`config.mk`:
```
export PLATFORM = sky130hd
export DESIGN_NAME = semaforo_control
export DESIGN_NICKNAME = d
export VERILOG_FILES = /design/src/rtl/semaforo_pkg.sv /design/src/rtl/temporizador_intervalo.sv /design/src/rtl/semaforo_control.sv
export SDC_FILE = /design/constraint.sdc
export NUM_CORES = 1
export LEC_CHECK = 0
export ABC_AREA = 1
export CAP_MARGIN = 40
export CORE_ASPECT_RATIO = 1.25
export CORE_MARGIN = 3
export CORE_UTILIZATION = 45
export DETAILED_ROUTE_END_ITERATION = 16
export DONT_BUFFER_PORTS = 1
export PLACE_DENSITY_LB_ADDON = 0.2
export SKIP_CTS_REPAIR_TIMING = 1
export SLEW_MARGIN = 20
export SYNTH_ARGS = -nofsm -noshare
export SYNTH_HDL_FRONTEND = slang
export SYNTH_SLANG_ARGS = --single-unit
export TNS_END_PERCENT = 20
```
`constraint.sdc`:
```
create_clock -name clk -period 1.5 [get_ports clk]
set_input_delay 0.375 -clock clk [delete_from_list [all_inputs] [get_ports clk]]
set_output_delay 0.375 -clock clk [all_outputs]
set_load 0.03 [all_outputs]
```
`src/rtl/semaforo_pkg.sv`:
```
// semaforo_pkg: shared state encoding, bank select codes, light codes
// and the state-to-outputs decode used by semaforo_control.
// Build option: SEMAFORO_WALK_EN adds the pedestrian WALK state.
package semaforo_pkg;

  localparam logic [1:0] INT_BASE = 2'b00;
  localparam logic [1:0] INT_EXT  = 2'b01;
  localparam logic [1:0] INT_YEL  = 2'b10;

  localparam logic [2:0] LIGHT_RED = 3'b100;
  localparam logic [2:0] LIGHT_YEL = 3'b010;
  localparam logic [2:0] LIGHT_GRN = 3'b001;

  typedef enum logic [2:0] {
    ST_MAIN_GRN,
    ST_MAIN_EXT,
    ST_MAIN_YEL,
    ST_SIDE_GRN,
    ST_SIDE_YEL
`ifdef SEMAFORO_WALK_EN
    , ST_WALK
`endif
  } estado_t;

  typedef struct packed {
    logic [1:0] intervalo;
    logic [2:0] main_l;
    logic [2:0] side_l;
    logic       walk;
  } salidas_t;

  function automatic salidas_t decode(estado_t st);
    salidas_t s;
    s.intervalo = INT_BASE;
    s.main_l    = LIGHT_GRN;
    s.side_l    = LIGHT_RED;
    s.walk      = 1'b0;
    unique case (st)
      ST_MAIN_GRN: begin
        s.intervalo = INT_BASE;
      end
      ST_MAIN_EXT: begin
        s.intervalo = INT_EXT;
      end
      ST_MAIN_YEL: begin
        s.intervalo = INT_YEL;
        s.main_l    = LIGHT_YEL;
      end
      ST_SIDE_GRN: begin
        s.intervalo = INT_EXT;
        s.main_l    = LIGHT_RED;
        s.side_l    = LIGHT_GRN;
      end
      ST_SIDE_YEL: begin
        s.intervalo = INT_YEL;
        s.main_l    = LIGHT_RED;
        s.side_l    = LIGHT_YEL;
      end
`ifdef SEMAFORO_WALK_EN
      ST_WALK: begin
        s.intervalo = INT_EXT;
        s.main_l    = LIGHT_RED;
        s.walk      = 1'b1;
      end
`endif
      default: begin
        s.intervalo = INT_BASE;
      end
    endcase
    return s;
  endfunction

endpackage

```
`src/rtl/temporizador_intervalo.sv`:
```
// temporizador_intervalo: seconds countdown for one light interval.
// Ports: clk, reset_n, load (capture valor), tick_1hz, valor,
// expire (one-cycle pulse on the tick that ends the interval).
module temporizador_intervalo #(
  parameter int TIMER_W = 4
) (
  input  logic               clk,
  input  logic               reset_n,
  input  logic               load,
  input  logic               tick_1hz,
  input  logic [TIMER_W-1:0] valor,
  output logic               expire
);

  logic [TIMER_W-1:0] timer;

  // A count of 0 or 1 ends on the next tick, so 0 acts as 1.
  assign expire = !load && tick_1hz &&
                  (timer <= TIMER_W'(1));

  always_ff @(posedge clk or negedge reset_n) begin
    if (!reset_n) begin
      timer <= '0;
    end else if (load) begin
      timer <= valor;
    end else if (tick_1hz && !expire) begin
      timer <= timer - TIMER_W'(1);
    end
  end

endmodule

```
`src/rtl/semaforo_control.sv`:
```
// semaforo_control: two-street traffic-light FSM driven by a parameter bank.
// Ports: clk, reset_n, tick_1hz, sensor_principal, walk_request, valor in;
// intervalo (bank select), main_light, side_light, walk_light out.
// Build option: SEMAFORO_WALK_EN enables the walk latch and WALK state.
module semaforo_control
  import semaforo_pkg::*;
#(
  parameter int TIMER_W = 4
) (
  input  logic               clk,
  input  logic               reset_n,
  input  logic               tick_1hz,
  input  logic               sensor_principal,
  input  logic               walk_request,
  input  logic [TIMER_W-1:0] valor,
  output logic [1:0]         intervalo,
  output logic [2:0]         main_light,
  output logic [2:0]         side_light,
  output logic               walk_light
);

  estado_t  state;
  estado_t  nxt;
  salidas_t sal;
  logic     load;
  logic     expire;

`ifdef SEMAFORO_WALK_EN
  logic walk_pend;
`endif

  temporizador_intervalo #(
    .TIMER_W (TIMER_W)
  ) u_tmr (
    .clk      (clk),
    .reset_n  (reset_n),
    .load     (load),
    .tick_1hz (tick_1hz),
    .valor    (valor),
    .expire   (expire)
  );

  always_comb begin
    nxt = state;
    unique case (state)
      ST_MAIN_GRN: nxt = sensor_principal ?
                         ST_MAIN_EXT : ST_MAIN_YEL;
      ST_MAIN_EXT: nxt = ST_MAIN_YEL;
`ifdef SEMAFORO_WALK_EN
      ST_MAIN_YEL: nxt = walk_pend ?
                         ST_WALK : ST_SIDE_GRN;
      ST_WALK:     nxt = ST_SIDE_GRN;
`else
      ST_MAIN_YEL: nxt = ST_SIDE_GRN;
`endif
      ST_SIDE_GRN: nxt = ST_SIDE_YEL;
      ST_SIDE_YEL: nxt = ST_MAIN_GRN;
      default:     nxt = ST_MAIN_GRN;
    endcase
    sal = decode(nxt);
  end

  // Outputs move with the state so they never see an input directly.
  always_ff @(posedge clk or negedge reset_n) begin
    if (!reset_n) begin
      state      <= ST_MAIN_GRN;
      load       <= 1'b1;
      intervalo  <= INT_BASE;
      main_light <= LIGHT_GRN;
      side_light <= LIGHT_RED;
    end else begin
      load <= expire;
      if (expire) begin
        state      <= nxt;
        intervalo  <= sal.intervalo;
        main_light <= sal.main_l;
        side_light <= sal.side_l;
      end
    end
  end

`ifdef SEMAFORO_WALK_EN
  // Entering WALK consumes the request, even one arriving that cycle.
  always_ff @(posedge clk or negedge reset_n) begin
    if (!reset_n) begin
      walk_pend  <= 1'b0;
      walk_light <= 1'b0;
    end else begin
      if (expire) begin
        walk_light <= sal.walk;
      end
      if (expire && nxt == ST_WALK) begin
        walk_pend <= 1'b0;
      end else if (walk_request) begin
        walk_pend <= 1'b1;
      end
    end
  end
`else
  logic unused_walk;
  assign unused_walk = walk_request ^ sal.walk;
  assign walk_light  = 1'b0;
`endif

endmodule

```
==> results_dict.tcl <==
set metrics [dict create \
    max_slew.worst_pin.slew_ns 0.672 \
    cts_tree "built" \
    avgSynthCellArea_sq_um 8.21 \
    routed_wl_mm 1.29 \
    setup_viol 0 \
    relSlewSlack 0.551 \
    grt_use_total 0.129 \
    ys_ff_latch 16 \
    postSynthCellCount 100 \
    dp.cells 117 \
    whs_ns 0.301 \
    final_area_sq_um 905 \
    synth_fa_ha_area_frac 0.0305 \
    yosys_warnings 0 \
    dr_wl_met2_um 584 \
    outcome "finished clean" \
    die-height_um 53.8 \
    ant_nets 0 \
    synth_xor_area_frac 0 \
    fmax_ghz 0.717 \
    place_congestion 0.805 \
    finalSetupTns_ns 0 \
    n_antenna_cell 0 \
    clock_path_buffers 2 \
    fin_cells 123 \
    ys_types 21 \
    synth_top_family_by_area "simple AND/OR/NAND/NOR gates" \
    area_growth_pct 10.2 \
    overflow 0 \
    fill_cells 159 \
    required_ns 1.67 \
    irDropWorstVdd_mv 1.04 \
    finalClockSkew_ns 0.00177 \
    antenna_found_initial 0 \
    placed_cell_area_sq_um 845 \
    drt-initial-drc-count 15 \
    hold_violations 0 \
    path_max_fanout 14 \
    wire_per_inst_um 10.5 \
    finalCritPeriodShare 0.929 \
    setup.worst_path.class "flop to flop" \
    clock_latency_ns 0.28 \
    cap_violations 0 \
    rows 16 \
    hpwl_um 973 \
    ys_seq_area_frac 0.492 \
    synth-simple-area-share 0.309 \
    synth_mux_area_frac 0 \
    drt_first_pass_iters 2 \
    rsz0062_at_grt "no" \
    nets 117 \
    io-pin-count 18 \
    routed_via_density 4.94 \
    grt_pass1_vias 517 \
    top_layer "met3" \
    p_total_mw 2.03 \
    power_density_nw_per_um2 2250 \
    syn-num-nets 111 \
    met3_length_um 74 \
    start_kind "flop" \
    num_vias 608 \
    core-area_sq_um 1640 \
    clkSinkCount 16 \
    start_util 0.500 \
    drv_slew 0 \
    synth_top_area_cell "dfrtp_1" \
    dieArea_sq_um 2380 \
    cp-end-kind "flop" \
    synth_compound_area_frac 0.0899 \
    synth_top_area_share 0.396 \
    drive_gt1_frac 0.190 \
    synthTopCellsByArea "dfrtp_1 (40%), nand2_1 (17%), dfstp_2 (9.6%)" \
    wl_met1_um 631 \
    syn_area_sq_um 821 \
    grt_start_max_net_pins 17 \
    die_width_um 44.2 \
    cts_buffers 3 \
    leakagePower_nw 0.469 \
    place.port_buffers 0 \
    cts_root_buf "clkbuf_4" \
    drc_errors 0 \
    cts.clk_slew.worst_paths_ns 0.08 \
    cts.htree.levels 1 \
    min_path_type "input port to flop" \
    grt_pass1_wl_mm 2.21 \
    crit_arrival_ns 1.57 \
    period_needed_ns 1.39 \
]
[worst max-delay path, stage by stage (launching register included)]
cell	delay (ns)
dfrtp_1	0.43
buf_6	0.13
ha_1	0.18
inv_1	0.05
nand2_1	0.06
nand3_2	0.09
buf_12	0.14
nor2_1	0.04
a21oi_1	0.12
nand2_1	0.05
[kinds of logic after synthesis]
kind of cell               after synthesis
AOI/OAI and AO/OA                       12
and+or+nand+nor                         56
other                                    1
buffers and inverters                   13
adders and majority gates                2
DFF                                     16
[metrics by stage]
stage	worst slack, ns	utilization
final	0.106	0.551
after CTS	0.0696	0.537
after floorplan	0.218	-
after detailed placement	0.0793	0.514
after global routing	0.00315	0.551
after global placement	0.0868	0.514
[cell usage after synthesis (all sizes together)]
cell type and number:
buf 2, nand2 38, o211ai 1, a21oi 2
o21ai 8, dfrtp 13, inv 11, dfstp 3
conb 1, nand3 9, or2 1, nor2 8
ha 2, o21a 1
[final cells by class]
cell class / instances / area (sq um) / area share
Clock buffer: 4 / 36.3 / 0.0401
Multi-Input combinational cell: 71 / 359 / 0.397
Inverter: 11 / 41.3 / 0.0456
Tap cell: 18 / 22.5 / 0.0249
Timing Repair Buffer: 3 / 41.3 / 0.0456
Sequential cell: 16 / 404 / 0.447
[cell usage in the layout (no fill, tap or decap)]
| cell type | netlist | routed |
|---|---|---|
| nand2_2 | 1 | 1 |
| buf_12 | 0 | 1 |
| clkbuf_4 | 0 | 3 |
| inv_1 | 11 | 10 |
| nor2_4 | 2 | 2 |
| a21oi_1 | 2 | 2 |
| clkbuf_8 | 0 | 1 |
| dfrtp_1 | 13 | 13 |
| o21a_1 | 1 | 1 |
| o21ai_0 | 5 | 5 |
| o21ai_2 | 1 | 1 |
| or2_2 | 1 | 1 |
| buf_6 | 1 | 1 |
| ha_1 | 2 | 1 |
| o21ai_1 | 2 | 2 |
| nor2_1 | 5 | 5 |
| dlygate4sd3_1 | 0 | 1 |
| nand3_1 | 7 | 7 |
| inv_2 | 0 | 1 |
| dfstp_2 | 3 | 3 |
| nor2_2 | 1 | 1 |
| nand3_2 | 2 | 2 |
| nand2_1 | 37 | 37 |
| o211ai_2 | 1 | 1 |
| conb_1 | 1 | 1 |
| ha_2 | 0 | 1 |
[where the power goes]
part	switching, mW	internal, mW
logic	0.435	0.327
clock network	0.121	0.148
registers	0.360	0.641
[sequential cells by signal, summed over array words and instances (netlist names)]
signal,count
intervalo,2
load,1
side_light,3
state,3
main_light,3
u_tmr.timer,4
[routing by layer]
layer	vias up	GRT usage
met5	-	0
met4	0	0.0302
met3	0	0.0769
met2	12	0.187
met1	273	0.163
li1	323	-
[final timing paths]
| kind | startpoint | cells after the start | slack [ns] | endpoint |
|---|---|---|---|---|
| max in group asynchronous | reset_n | 1 | 0.51 | u_tmr.timer[0] |
| min in group asynchronous | reset_n | 1 | 0.57 | side_light[0] |
| min | valor[2] | 4 | 0.30 | u_tmr.timer[2] |
| max | u_tmr.timer[0] | 9 | 0.11 | intervalo[1] |
| max reg2reg | u_tmr.timer[0] | 9 | 0.11 | intervalo[1] |
| min reg2reg | state[1] | 2 | 0.53 | state[1] |
(Power assumes the default switching activity.)
